## src/rtl/fifo_pkg.sv

```systemverilog
// fifo_pkg: shared helpers for the async FIFO pointer blocks.
//   depth_of  - entry count for a given address width
//   bin2gray  - binary to reflected Gray, low 'width' bits significant
//   gray2bin  - reflected Gray to binary, low 'width' bits significant
// Functions work on a 32-bit container so one definition serves every
// pointer width; callers cast the result back to their own width.
package fifo_pkg;

    function automatic int unsigned depth_of(input int unsigned asize);
        return 32'd1 << asize;
    endfunction

    function automatic logic [31:0] width_mask(input int unsigned width);
        logic [31:0] m;
        m = '0;
        for (int i = 0; i < 32; i++) begin
            m[i] = (i < width);
        end
        return m;
    endfunction

    function automatic logic [31:0] bin2gray(input logic [31:0] b, input int unsigned width);
        logic [31:0] bm;
        bm = b & width_mask(width);
        return bm ^ (bm >> 1);
    endfunction

    // Each binary bit is the XOR of its own and all higher Gray bits.
    function automatic logic [31:0] gray2bin(input logic [31:0] g, input int unsigned width);
        logic [31:0] gm;
        logic [31:0] b;
        gm = g & width_mask(width);
        b  = gm;
        for (int s = 1; s < 32; s++) begin
            b = b ^ (gm >> s);
        end
        return b;
    endfunction

endpackage

```

## src/rtl/wptr_full_lvl_if.sv

```systemverilog
// wptr_full_lvl_if: write-side bus of the FIFO pointer block.
//   rd_ptr          Gray read pointer from the read domain
//   wr_inc          write request
//   wr_afull_thresh almost-full threshold (entries)
//   wr_ovf_clr      clear sticky overflow
//   wr_addr         RAM write address
//   wr_ptr          Gray write pointer to the read domain
//   wr_en           RAM write strobe
//   wr_full         full flag
//   wr_afull        almost-full flag
//   wr_level        occupancy estimate
//   wr_overflow     sticky overflow flag
// master: the writer / environment. slave: the pointer block.
interface wptr_full_lvl_if #(
    parameter int ASIZE = 4
);
    logic [ASIZE:0]   rd_ptr;
    logic             wr_inc;
    logic [ASIZE:0]   wr_afull_thresh;
    logic             wr_ovf_clr;
    logic [ASIZE-1:0] wr_addr;
    logic [ASIZE:0]   wr_ptr;
    logic             wr_en;
    logic             wr_full;
    logic             wr_afull;
    logic [ASIZE:0]   wr_level;
    logic             wr_overflow;

    modport master (
        output rd_ptr, wr_inc, wr_afull_thresh, wr_ovf_clr,
        input  wr_addr, wr_ptr, wr_en, wr_full, wr_afull, wr_level, wr_overflow
    );

    modport slave (
        input  rd_ptr, wr_inc, wr_afull_thresh, wr_ovf_clr,
        output wr_addr, wr_ptr, wr_en, wr_full, wr_afull, wr_level, wr_overflow
    );
endinterface

```

## src/rtl/sync_ff_n.sv

```systemverilog
// sync_ff_n: generic multi-flop synchronizer with synchronous active-low reset.
//   wr_clk    destination clock
//   wr_rst_n  synchronous active-low reset
//   d         asynchronous input
//   q         synchronized output, STAGES clocks behind d
module sync_ff_n #(
    parameter int WIDTH  = 1,
    parameter int STAGES = 2
) (
    input  logic             wr_clk,
    input  logic             wr_rst_n,
    input  logic [WIDTH-1:0] d,
    output logic [WIDTH-1:0] q
);
    logic [WIDTH-1:0] stage [STAGES];

    always_ff @(posedge wr_clk) begin
        if (!wr_rst_n) begin
            for (int i = 0; i < STAGES; i++) begin
                stage[i] <= '0;
            end
        end else begin
            stage[0] <= d;
            for (int i = 1; i < STAGES; i++) begin
                stage[i] <= stage[i-1];
            end
        end
    end

    assign q = stage[STAGES-1];
endmodule

```

## src/rtl/wptr_full_lvl.sv

```systemverilog
// wptr_full_lvl: write-domain pointer, full, level, almost-full and overflow.
//   wr_clk    write clock
//   wr_rst_n  synchronous active-low reset
//   bus       slave side of wptr_full_lvl_if (see interface header)
// The read pointer is synchronized locally; level and full are computed
// against the stale synchronized value, so they only ever over-report.
module wptr_full_lvl
    import fifo_pkg::*;
#(
    parameter int ASIZE       = 4,
    parameter int SYNC_STAGES = 2
) (
    input  logic          wr_clk,
    input  logic          wr_rst_n,
    wptr_full_lvl_if.slave bus
);
    localparam int unsigned DEPTH = depth_of(ASIZE);
    localparam int          PW    = $clog2(DEPTH) + 1;

    logic [PW-1:0] wbin;
    logic [PW-1:0] wbnext;
    logic [PW-1:0] wgnext;
    logic [PW-1:0] wgray;
    logic [PW-1:0] rq;
    logic [PW-1:0] rbin_s;
    logic [PW-1:0] lvl_next;
    logic          full_q;
    logic          afull_q;
    logic [PW-1:0] level_q;
    logic          ovf_q;
    logic          wr_en;

    sync_ff_n #(
        .WIDTH  (PW),
        .STAGES (SYNC_STAGES)
    ) u_rptr_sync (
        .wr_clk   (wr_clk),
        .wr_rst_n (wr_rst_n),
        .d        (bus.rd_ptr),
        .q        (rq)
    );

    assign rbin_s   = PW'(gray2bin(32'(rq), PW));
    assign wr_en    = bus.wr_inc & ~full_q;
    assign wbnext   = wbin + PW'(wr_en);
    assign wgnext   = PW'(bin2gray(32'(wbnext), PW));
    assign lvl_next = wbnext - rbin_s;

    always_ff @(posedge wr_clk) begin
        if (!wr_rst_n) begin
            wbin    <= '0;
            wgray   <= '0;
            full_q  <= 1'b0;
            afull_q <= 1'b0;
            level_q <= '0;
            ovf_q   <= 1'b0;
        end else begin
            wbin    <= wbnext;
            wgray   <= wgnext;
            // Full: write pointer one lap ahead, i.e. top two Gray bits inverted.
            full_q  <= (wgnext == {~rq[PW-1:PW-2], rq[PW-3:0]});
            afull_q <= (lvl_next >= bus.wr_afull_thresh);
            level_q <= lvl_next;
            // Set takes priority so an attempt coinciding with a clear is not lost.
            if (bus.wr_inc && full_q) begin
                ovf_q <= 1'b1;
            end else if (bus.wr_ovf_clr) begin
                ovf_q <= 1'b0;
            end
        end
    end

    assign bus.wr_addr     = wbin[PW-2:0];
    assign bus.wr_ptr      = wgray;
    assign bus.wr_en       = wr_en;
    assign bus.wr_full     = full_q;
    assign bus.wr_afull    = afull_q;
    assign bus.wr_level    = level_q;
    assign bus.wr_overflow = ovf_q;
endmodule

```

## src/flat_wrapper.sv

```systemverilog
// flat-port wrapper written by rule: the top's interface ports become plain ports
module wptr_full_lvl_flat import fifo_pkg::*;
#(
    parameter int ASIZE       = 4,
    parameter int SYNC_STAGES = 2
)
  (wr_clk, wr_rst_n, bus_rd_ptr, bus_wr_inc, bus_wr_afull_thresh, bus_wr_ovf_clr, bus_wr_addr, bus_wr_ptr, bus_wr_en, bus_wr_full, bus_wr_afull, bus_wr_level, bus_wr_overflow);
  wptr_full_lvl_if #(.ASIZE(ASIZE)) bus_i ();
  input  logic wr_clk;
  input  logic wr_rst_n;
  input wire logic [$bits(bus_i.rd_ptr)-1:0] bus_rd_ptr;
  input wire logic [$bits(bus_i.wr_inc)-1:0] bus_wr_inc;
  input wire logic [$bits(bus_i.wr_afull_thresh)-1:0] bus_wr_afull_thresh;
  input wire logic [$bits(bus_i.wr_ovf_clr)-1:0] bus_wr_ovf_clr;
  output wire logic [$bits(bus_i.wr_addr)-1:0] bus_wr_addr;
  output wire logic [$bits(bus_i.wr_ptr)-1:0] bus_wr_ptr;
  output wire logic [$bits(bus_i.wr_en)-1:0] bus_wr_en;
  output wire logic [$bits(bus_i.wr_full)-1:0] bus_wr_full;
  output wire logic [$bits(bus_i.wr_afull)-1:0] bus_wr_afull;
  output wire logic [$bits(bus_i.wr_level)-1:0] bus_wr_level;
  output wire logic [$bits(bus_i.wr_overflow)-1:0] bus_wr_overflow;
  assign bus_i.rd_ptr = bus_rd_ptr;
  assign bus_i.wr_inc = bus_wr_inc;
  assign bus_i.wr_afull_thresh = bus_wr_afull_thresh;
  assign bus_i.wr_ovf_clr = bus_wr_ovf_clr;
  assign bus_wr_addr = bus_i.wr_addr;
  assign bus_wr_ptr = bus_i.wr_ptr;
  assign bus_wr_en = bus_i.wr_en;
  assign bus_wr_full = bus_i.wr_full;
  assign bus_wr_afull = bus_i.wr_afull;
  assign bus_wr_level = bus_i.wr_level;
  assign bus_wr_overflow = bus_i.wr_overflow;
  wptr_full_lvl #(.ASIZE(ASIZE), .SYNC_STAGES(SYNC_STAGES)) u_core (.wr_clk(wr_clk), .wr_rst_n(wr_rst_n), .bus(bus_i));
endmodule
```

## config.mk

```make
export PLATFORM = sky130hd
export DESIGN_NAME = wptr_full_lvl_flat
export DESIGN_NICKNAME = d
export VERILOG_FILES = /design/src/rtl/fifo_pkg.sv /design/src/rtl/wptr_full_lvl_if.sv /design/src/rtl/sync_ff_n.sv /design/src/rtl/wptr_full_lvl.sv /design/src/flat_wrapper.sv
export SDC_FILE = /design/constraint.sdc
export NUM_CORES = 1
export LEC_CHECK = 0
export ABC_AREA = 1
export CORE_MARGIN = 2
export CORE_UTILIZATION = 50
export CTS_CLUSTER_DIAMETER = 50
export DETAILED_ROUTE_END_ITERATION = 6
export PLACE_DENSITY = 0.76
export SLEW_MARGIN = 15
export SYNTH_ARGS = -nofsm -noshare
export SYNTH_HDL_FRONTEND = slang
export SYNTH_SLANG_ARGS = --single-unit
```

## constraint.sdc

```tcl
create_clock -name wr_clk -period 10.9 [get_ports wr_clk]
set_clock_uncertainty 0.05 [all_clocks]
set_input_delay 3.27 -clock wr_clk [delete_from_list [all_inputs] [get_ports wr_clk]]
set_output_delay 3.27 -clock wr_clk [all_outputs]
set_load 0.02 [all_outputs]
```

Word level (Yosys, flattened, before mapping):

Memory sizes are Yosys's and may differ from the RTL's.
Index checks and enable logic that the tools add are counted.

* reduce and logical (&&, ||, !) cells: 2
* $add $sub $neg: 2
* bitwise operators: 10
* muxes and demuxes: 6
* order comparisons: 1
* equality and inequality tests: 1

Operator list (number)
* 5-bit two-way mux: 2
* 5-bit by 4-bit XOR with 5-bit output: 2
* 5-bit by 1-bit adder with 5-bit output: 1
* 5-bit equality test: 1
* 5-bit greater-or-equal comparator: 1
* 5-bit subtractor: 1
* 5-bit by 1-bit XOR with 5-bit output: 1
* 5-bit by 2-bit XOR with 5-bit output: 1
* 5-bit by 3-bit XOR with 5-bit output: 1
* 1-bit two-way mux: 4
* 2-bit inverter: 1
* 1-bit bitwise OR: 2
* 2-bit nonzero test: 1
* 1-bit bitwise AND: 1
* 1-bit logical AND: 1
* 1-bit inverter: 1

* memories kept: 1
* output and inout bits: 18
* RAM bits: 10
* bits in registers: 18

Memory list
* u_core.u_rptr_sync.stage: depth 2, bits a word 5, rd ports 2, clocked after Yosys merged registers in 0, write ports 2, line sync_ff_n.sv:15 `logic [WIDTH-1:0] stage [STAGES];`

Longest topological paths before layout:

Gate-level depths: netlist (run 1).

* depth after elaboration: 6
* mapped depth: 19
* mapped depth without buffers: 19

By module:

A second synthesis (run 1) with hierarchy kept.

* cell total of the unflattened synthesis: 188
* area, all modules: 1401.3 um2

By module, submodules not included
* wptr_full_lvl: cells an instance 152, instances 1, area an instance 1077.3 um2
* sync_ff_n: cells an instance 36, instances 1, area an instance 324.1 um2

Least setup slack after synthesis (run 1):

Ideal clock, no wire load.

* path kind: input to output
* start point: input port bus_wr_inc
* end point: output port bus_wr_en
* arrival time: 3.605 ns
* slack: 3.975 ns
* path buffers: 0
* data required time: 7.580 ns
* stages on the path: 2
* cells stage by stage: inv_1 -> nor2_1

* cells in the longest elaborated chain, start to end: 1

RTL lines
* from (decl): line flat_wrapper.sv:12 `input wire logic [$bits(bus_i.wr_inc)-1:0] bus_wr_inc;`
* 1-bit bitwise AND: line wptr_full_lvl.sv:44 `assign wr_en = bus.wr_inc & ~full_q;`
* to (decl): line flat_wrapper.sv:17 `output wire logic [$bits(bus_i.wr_en)-1:0] bus_wr_en;`

Every way passes these cells.

Worst setup path in the final report (run 1):

Ends and elaborated chain as after synthesis.

==> flow_summary_export.csv, run 1 <==
group,metric,value,unit
floorplan,ios,32,
setup_path,crit_required,7.58,ns
clocking,cts_num_sinks,27,
global_routing,overflow,0,
layout,final_cell_mix,"nand2_1, inv_1, clkdlybuf4s50_1",
timing,hold_viol,0,
clocking,cts_root_buf,"clkbuf_4",
floorplan,start_util,51.1,%
setup_path,path_max_fanout,2,
power_and_ir_drop,powerDensity,137,nW/um^2
setup_path,crit_chain,"clkdlybuf4s50_1, inv_1, nor2_1, clkdlybuf4s50_1",
yosys,synthCells,186,
yosys,avgSynthCellArea,7.39,um^2
yosys,ys_ff_latch,27,
timing,setup_viol,0,
setup_path,critPathMostFrequentCell,"clkdlybuf4s50_1",
clocking,cts_made_buffers,3,
run,maxCapViolations,0,
setup_path,crit_start,"bus_wr_inc",
clocking,cts_tree,"yes",
drt,wl,2550,um
yosys,synth.area.top_cells,"dfxtp_1, nand2_1, ha_1, inv_1, nor2_1",
yosys,yosys_warnings,0,
floorplan,rows,19,
drt,routed_via_density,4.82,
layout,final_common_cell,"nand2_1",
timing,relSlewSlack,68.2,%
setup_path,r2r-start,"u_core.bus.wr_full",
timing,post-route-period-util,72.1,%
setup_path,crit_type,"input pin to primary output",
yosys,yosysSeqAreaShare,39.3,%
clocking,clkTransAtPathRegs,0.14,ns
global_routing,grt_max_degree,16,
power_and_ir_drop,vdd_drop_max,0.0895,mV
clocking,cts_htree_levels,1,
placed_design,port_buffers,31,
clocking,postCtsHoldBufs,0,
floorplan,core_area,2690,um^2
timing,finalSetupTns,0,ns
layout,multi_input_area,682,um^2
global_routing,grt_pass1_vias,1123,
layout,drive_above_1_share,5.96,%
floorplan,die_h,56.4,um
placed_design,dpl.hpwl,2020,um
layout,seq_area,541,um^2
layout,diodes,0,
drt,vias,1199,
hold_path,hold_class,"flop to flop",
layout,final_nets,245,
placed_design,routabilityCongestion,0.737,
clocking,cts_resized,0,
run_status,status,"completed",
drt,drt_iter0_drc,25,
setup_path,slowest_stage,"clkdlybuf4s50_1",
global_routing,antenna_found_initial,0,
setup_path,cp-end-kind,"primary output",
timing,rsz0062_at_grt,"false",
placed_design,dp.cells,245,
floorplan,die_x,56.4,um
timing,min_period,7.86,ns
drt,post-route-drc-count,0,
layout,num-fill-cells,255,
timing,worst_pin_slew,0.476,ns
clocking,post_cts_buffers,0,
yosys,synth_top_cell_area_share,39.3,%
timing,max_freq,0.127,GHz
yosys,syn_nets,212,
yosys,syn_area,1370,um^2
setup_path,critPathLaunchType,"input pin",
global_routing,grt_use_total,18.1,%
drt,ant_nets,0,
setup_path,arrival,4.54,ns
clocking,worstSkewPairLatency,0.32,ns
drt,wl_per_cell,10.2,um
yosys,synth_cell_types,21,
floorplan,dieArea,3180,um^2
hold_path,worstHoldStart,"u_core.u_rptr_sync.stage[0][3]",
global_routing,grt_pass1_wl,4620,um
power_and_ir_drop,leakage,0.873,nW
drt,drtPass1Iterations,4,
timing,drv_slew,0,
layout,fin_cells,249,
yosys,yosysTopAreaCell,"dfxtp_1",
clocking,cts_buffer_depth,2,
layout,syn2layout_area_growth,26.0,%
setup_path,slowest_delay,0.62,ns
## path summary, 6_finish.rpt
| path | end | slack [ns] | depth (start not counted) |
|---|---|---|---|
| max | bus_wr_en | 3.04 | 4 |
| min | u_core.u_rptr_sync.stage[0][8] | 0.38 | 2 |
| max reg2reg | u_core.bus.wr_afull | 7.52 | 15 |
| min reg2reg | u_core.u_rptr_sync.stage[0][8] | 0.38 | 2 |
## report_power, final
group | switching [mW] | internal [mW] | total, mW | leakage [nW]
clock | 0.0291 | 0.0138 | 0.0429 | 0.0177
sequential | 0.00367 | 0.108 | 0.111 | 0.222
combinational | 0.0451 | 0.0384 | 0.0835 | 0.633
total | 0.0779 | 0.160 | 0.238 | 0.873
## metal layers
layer | up-vias | part of all wire, % | GRT usage [%] | wire length (um)
met2 | 25 | 49 | 31.9 | 1250
met3 | 4 | 3.8 | 3.23 | 97
met5 | - | 0 | 0 | 0
li1 | 631 | - | - | -
met4 | 0 | 0.98 | 6.12 | 25
met1 | 539 | 46 | 22.0 | 1170
## final cells by class
cell class | instances | area share [%]
clock inverters | 1 | 0.289
repair buffers | 31 | 17.9
inverters | 35 | 7.66
multi-input cells | 121 | 39.4
well taps | 31 | 2.24
clock buffers | 3 | 1.30
flip-flops and latches | 27 | 31.2
## flip-flops by register name (all words and copies together), names as in the netlist
register and count:
u_core.bus.wr_ptr 5, u_core.bus.wr_afull 1, u_core.u_rptr_sync.stage 10, u_core.bus.wr_overflow 1, u_core.bus.wr_full 1, u_core.wbin 4
u_core.bus.wr_level 5
## synthesized netlist by cell type
library cell	count
a211oi_1	1
fa_1	1
nand2_1	51
clkinv_2	1
nor2_1	20
nor3_1	1
nand4_1	5
nand2_2	4
nand3_1	8
clkbuf_1	2
o21ai_0	3
xor2_1	2
dfxtp_1	27
nand3b_1	1
inv_1	34
nand3_2	2
ha_1	11
xnor2_2	2
a21oi_1	6
buf_6	1
xnor2_1	3
## worst max-delay path: cells and delay by family
kind | cells | cell delay [ns]
buffers and inverters | 3 | 1.14
AND/OR/NAND/NOR | 1 | 0.13
## cell families (layout without fill, tap and decap cells)
group	Yosys count	in the layout	synth area share (%)
compound gates	10	10	3.83
xor+xnor	7	7	5.56
fa+ha+maj	12	12	11.5
buf+inv	38	70	11.0
flops	27	27	39.3
simple gates	92	92	28.8
## per-stage QoR
stage | util, % | setup WS (ns) | hold WS, ns | area (um^2) | power, mW
final | 64.5 | 3.04 | 0.377 | 1730 | 0.238
after global routing | 64.5 | 2.99 | 0.398 | 1730 | 0.255
after CTS | 64.5 | 3.02 | 0.376 | 1730 | 0.239
after detailed placement | 63.4 | 3.04 | 0.348 | 1700 | 0.197
after global placement | 63.4 | 3.04 | 0.343 | 1700 | 0.194
after floorplan | - | 3.98 | 0.340 | 1370 | 0.168
(Power assumes the default switching activity.)
==> inputs of run 2 (changes only) <==
CORE_UTILIZATION = 49   (was 50)
PLACE_DENSITY = 0.75   (was 0.76)
clock period = 7.5 ns   (was 10.9 ns; I/O delays follow)
==> run 2 against run 1 <==
Net effect:
- cell count is the same
- critical endpoint unchanged
- sequential share of layout area is essentially flat
- clock power increased by 49%
- routed wire length grew 1.1%
- first-iteration DRC count rose by 12%
- sequential cell count did not move
- via count shrank 1.2%
==> flow_summary_export.csv, run 2 (same netlist as run 1, synthesis figures left out) <==
group,metric,value,unit
floorplan,core_area,2710,um^2
layout,diodes,0,
drt,post-route-drc-count,0,
drt,drt_iter0_drc,28,
clocking,cts_tree,"yes",
drt,drtPass1Iterations,5,
floorplan,rows,19,
clocking,cts_resized,0,
hold_path,holdPathStages,2,
placed_design,port_buffers,31,
run,maxCapViolations,0,
floorplan,die_x,57.0,um
setup_path,critPathLaunchType,"input pin",
clocking,cts_made_buffers,3,
global_routing,grt_pass1_wl,4450,um
power_and_ir_drop,leakage,0.869,nW
drt,vias,1185,
global_routing,overflow,0,
timing,drv_slew,0,
timing,min_period,5.82,ns
global_routing,grt_pass1_vias,1097,
clocking,cts_num_sinks,27,
drt,routed_via_density,4.76,
timing,worst_pin_slew,0.477,ns
setup_path,crit_end,"bus_wr_en",
timing,rsz0062_at_grt,"false",
setup_path,crit_start,"bus_wr_inc",
hold_path,hold_class,"flop to flop",
timing,hold_viol,0,
clocking,cts_buffer_depth,2,
layout,drive_above_1_share,5.96,%
setup_path,critPathMostFrequentCell,"clkdlybuf4s50_1",
drt,wl_per_cell,10.3,um
timing,max_freq,0.172,GHz
floorplan,start_util,50.7,%
setup_path,crit_required,5.20,ns
timing,post-route-period-util,77.6,%
power_and_ir_drop,powerDensity,200,nW/um^2
power_and_ir_drop,vdd_drop_max,0.145,mV
layout,largest_register,"u_core.u_rptr_sync.stage",
clocking,worstSkewPairLatency,0.33,ns
global_routing,grt_use_total,17.3,%
clocking,post_cts_buffers,0,
setup_path,timing.rr.end,"u_core.bus.wr_afull",
floorplan,ios,32,
setup_path,arrival,3.52,ns
layout,syn2layout_area_growth,26.2,%
timing,setup_viol,0,
clocking,cts_root_buf,"clkbuf_4",
setup_path,crit_chain,"clkdlybuf4s50_1, inv_1, nor2_1, clkdlybuf4s50_1",
setup_path,ff2ff_setup_slack,4.17,ns
setup_path,path_max_fanout,2,
timing,finalSetupTns,0,ns
layout,largest_register_ffs,10,
timing,relSlewSlack,68.2,%
placed_design,dpl.hpwl,2070,um
setup_path,r2r-start,"u_core.bus.wr_full",
drt,wl,2570,um
floorplan,die_h,57.0,um
run_status,status,"completed",
floorplan,dieArea,3240,um^2
timing,hold_slack,0.376,ns
setup_path,crit_type,"input pin to primary output",
setup_path,r2r_cells,15,
setup_path,slowest_delay,0.62,ns
setup_path,slowest_stage,"clkdlybuf4s50_1",
clocking,cts_htree_levels,1,
placed_design,routabilityCongestion,0.817,
layout,final_nets,245,
clocking,clkTransAtPathRegs,0.14,ns
global_routing,antenna_found_initial,0,
layout,final_common_cell,"nand2_1",
global_routing,grt_max_degree,17,
setup_path,cp-end-kind,"primary output",
drt,ant_nets,0,
clocking,postCtsHoldBufs,0,
layout,final_cell_mix,"nand2_1, inv_1, clkdlybuf4s50_1",
[run 2: changes by cell type in the layout (fill, tap and decap cells not counted)]
| cell | change |
|---|---|
| clkinvlp_4 | +1 |
| clkinv_2 | -1 |
[run 2: report_power, final]
group | internal, mW | leakage [nW] | switching [mW] | total, mW
clock network | 0.0204 | 0.0139 | 0.0437 | 0.0641
logic | 0.0559 | 0.633 | 0.0646 | 0.121
registers | 0.156 | 0.222 | 0.00513 | 0.161
total | 0.233 | 0.869 | 0.113 | 0.346
[run 2: worst min path at each step]
stage | startpoint | end
floorplan | u_core.u_rptr_sync.stage[0][0] | u_core.u_rptr_sync.stage[0][5]
global route | u_core.u_rptr_sync.stage[0][2] | u_core.u_rptr_sync.stage[0][7]
finish | u_core.u_rptr_sync.stage[0][2] | u_core.u_rptr_sync.stage[0][7]
detailed placement | u_core.u_rptr_sync.stage[0][2] | u_core.u_rptr_sync.stage[0][7]
global placement | u_core.u_rptr_sync.stage[0][2] | u_core.u_rptr_sync.stage[0][7]
CTS | u_core.u_rptr_sync.stage[0][2] | u_core.u_rptr_sync.stage[0][7]
[run 2: per-layer routing]
| metal | track usage (%) | wire length [um] | vias up |
|---|---|---|---|
| met3 | 4.99 | 121 | 2 |
| met4 | 4.32 | 21 | 0 |
| met2 | 30.7 | 1300 | 29 |
| met1 | 20.5 | 1130 | 521 |
| li1 | - | - | 633 |
| met5 | 0 | 0 | - |
[run 2: metrics by stage]
stage | util [%] | power (mW) | instance area, um^2 | instances | setup slack [ns]
6_report | 64.0 | 0.346 | 1730 | 249 | 1.68
5_1_grt | 64.0 | 0.371 | 1730 | 249 | 1.61
4_1_cts | 64.0 | 0.350 | 1730 | 249 | 1.67
3_5_place_dp | 62.9 | 0.286 | 1700 | 245 | 1.68
3_3_place_gp | 62.9 | 0.282 | 1700 | 245 | 1.71
2_1_floorplan | - | 0.244 | 1370 | 186 | 2.38
[run 2: final cells by class]
type	instances	area, um^2
clock buffers	3	22.5
clock inverters	1	7.51
fillers	264	976
inverters	35	133
multi-input cells	121	682
flip-flops and latches	27	541
well taps	31	38.8
repair buffers	31	310
[run 2: critical path, delay by kind of cell]
kind / cells / cell delay (ns)
simple gates: 1 / 0.12
buf+inv: 3 / 1.15
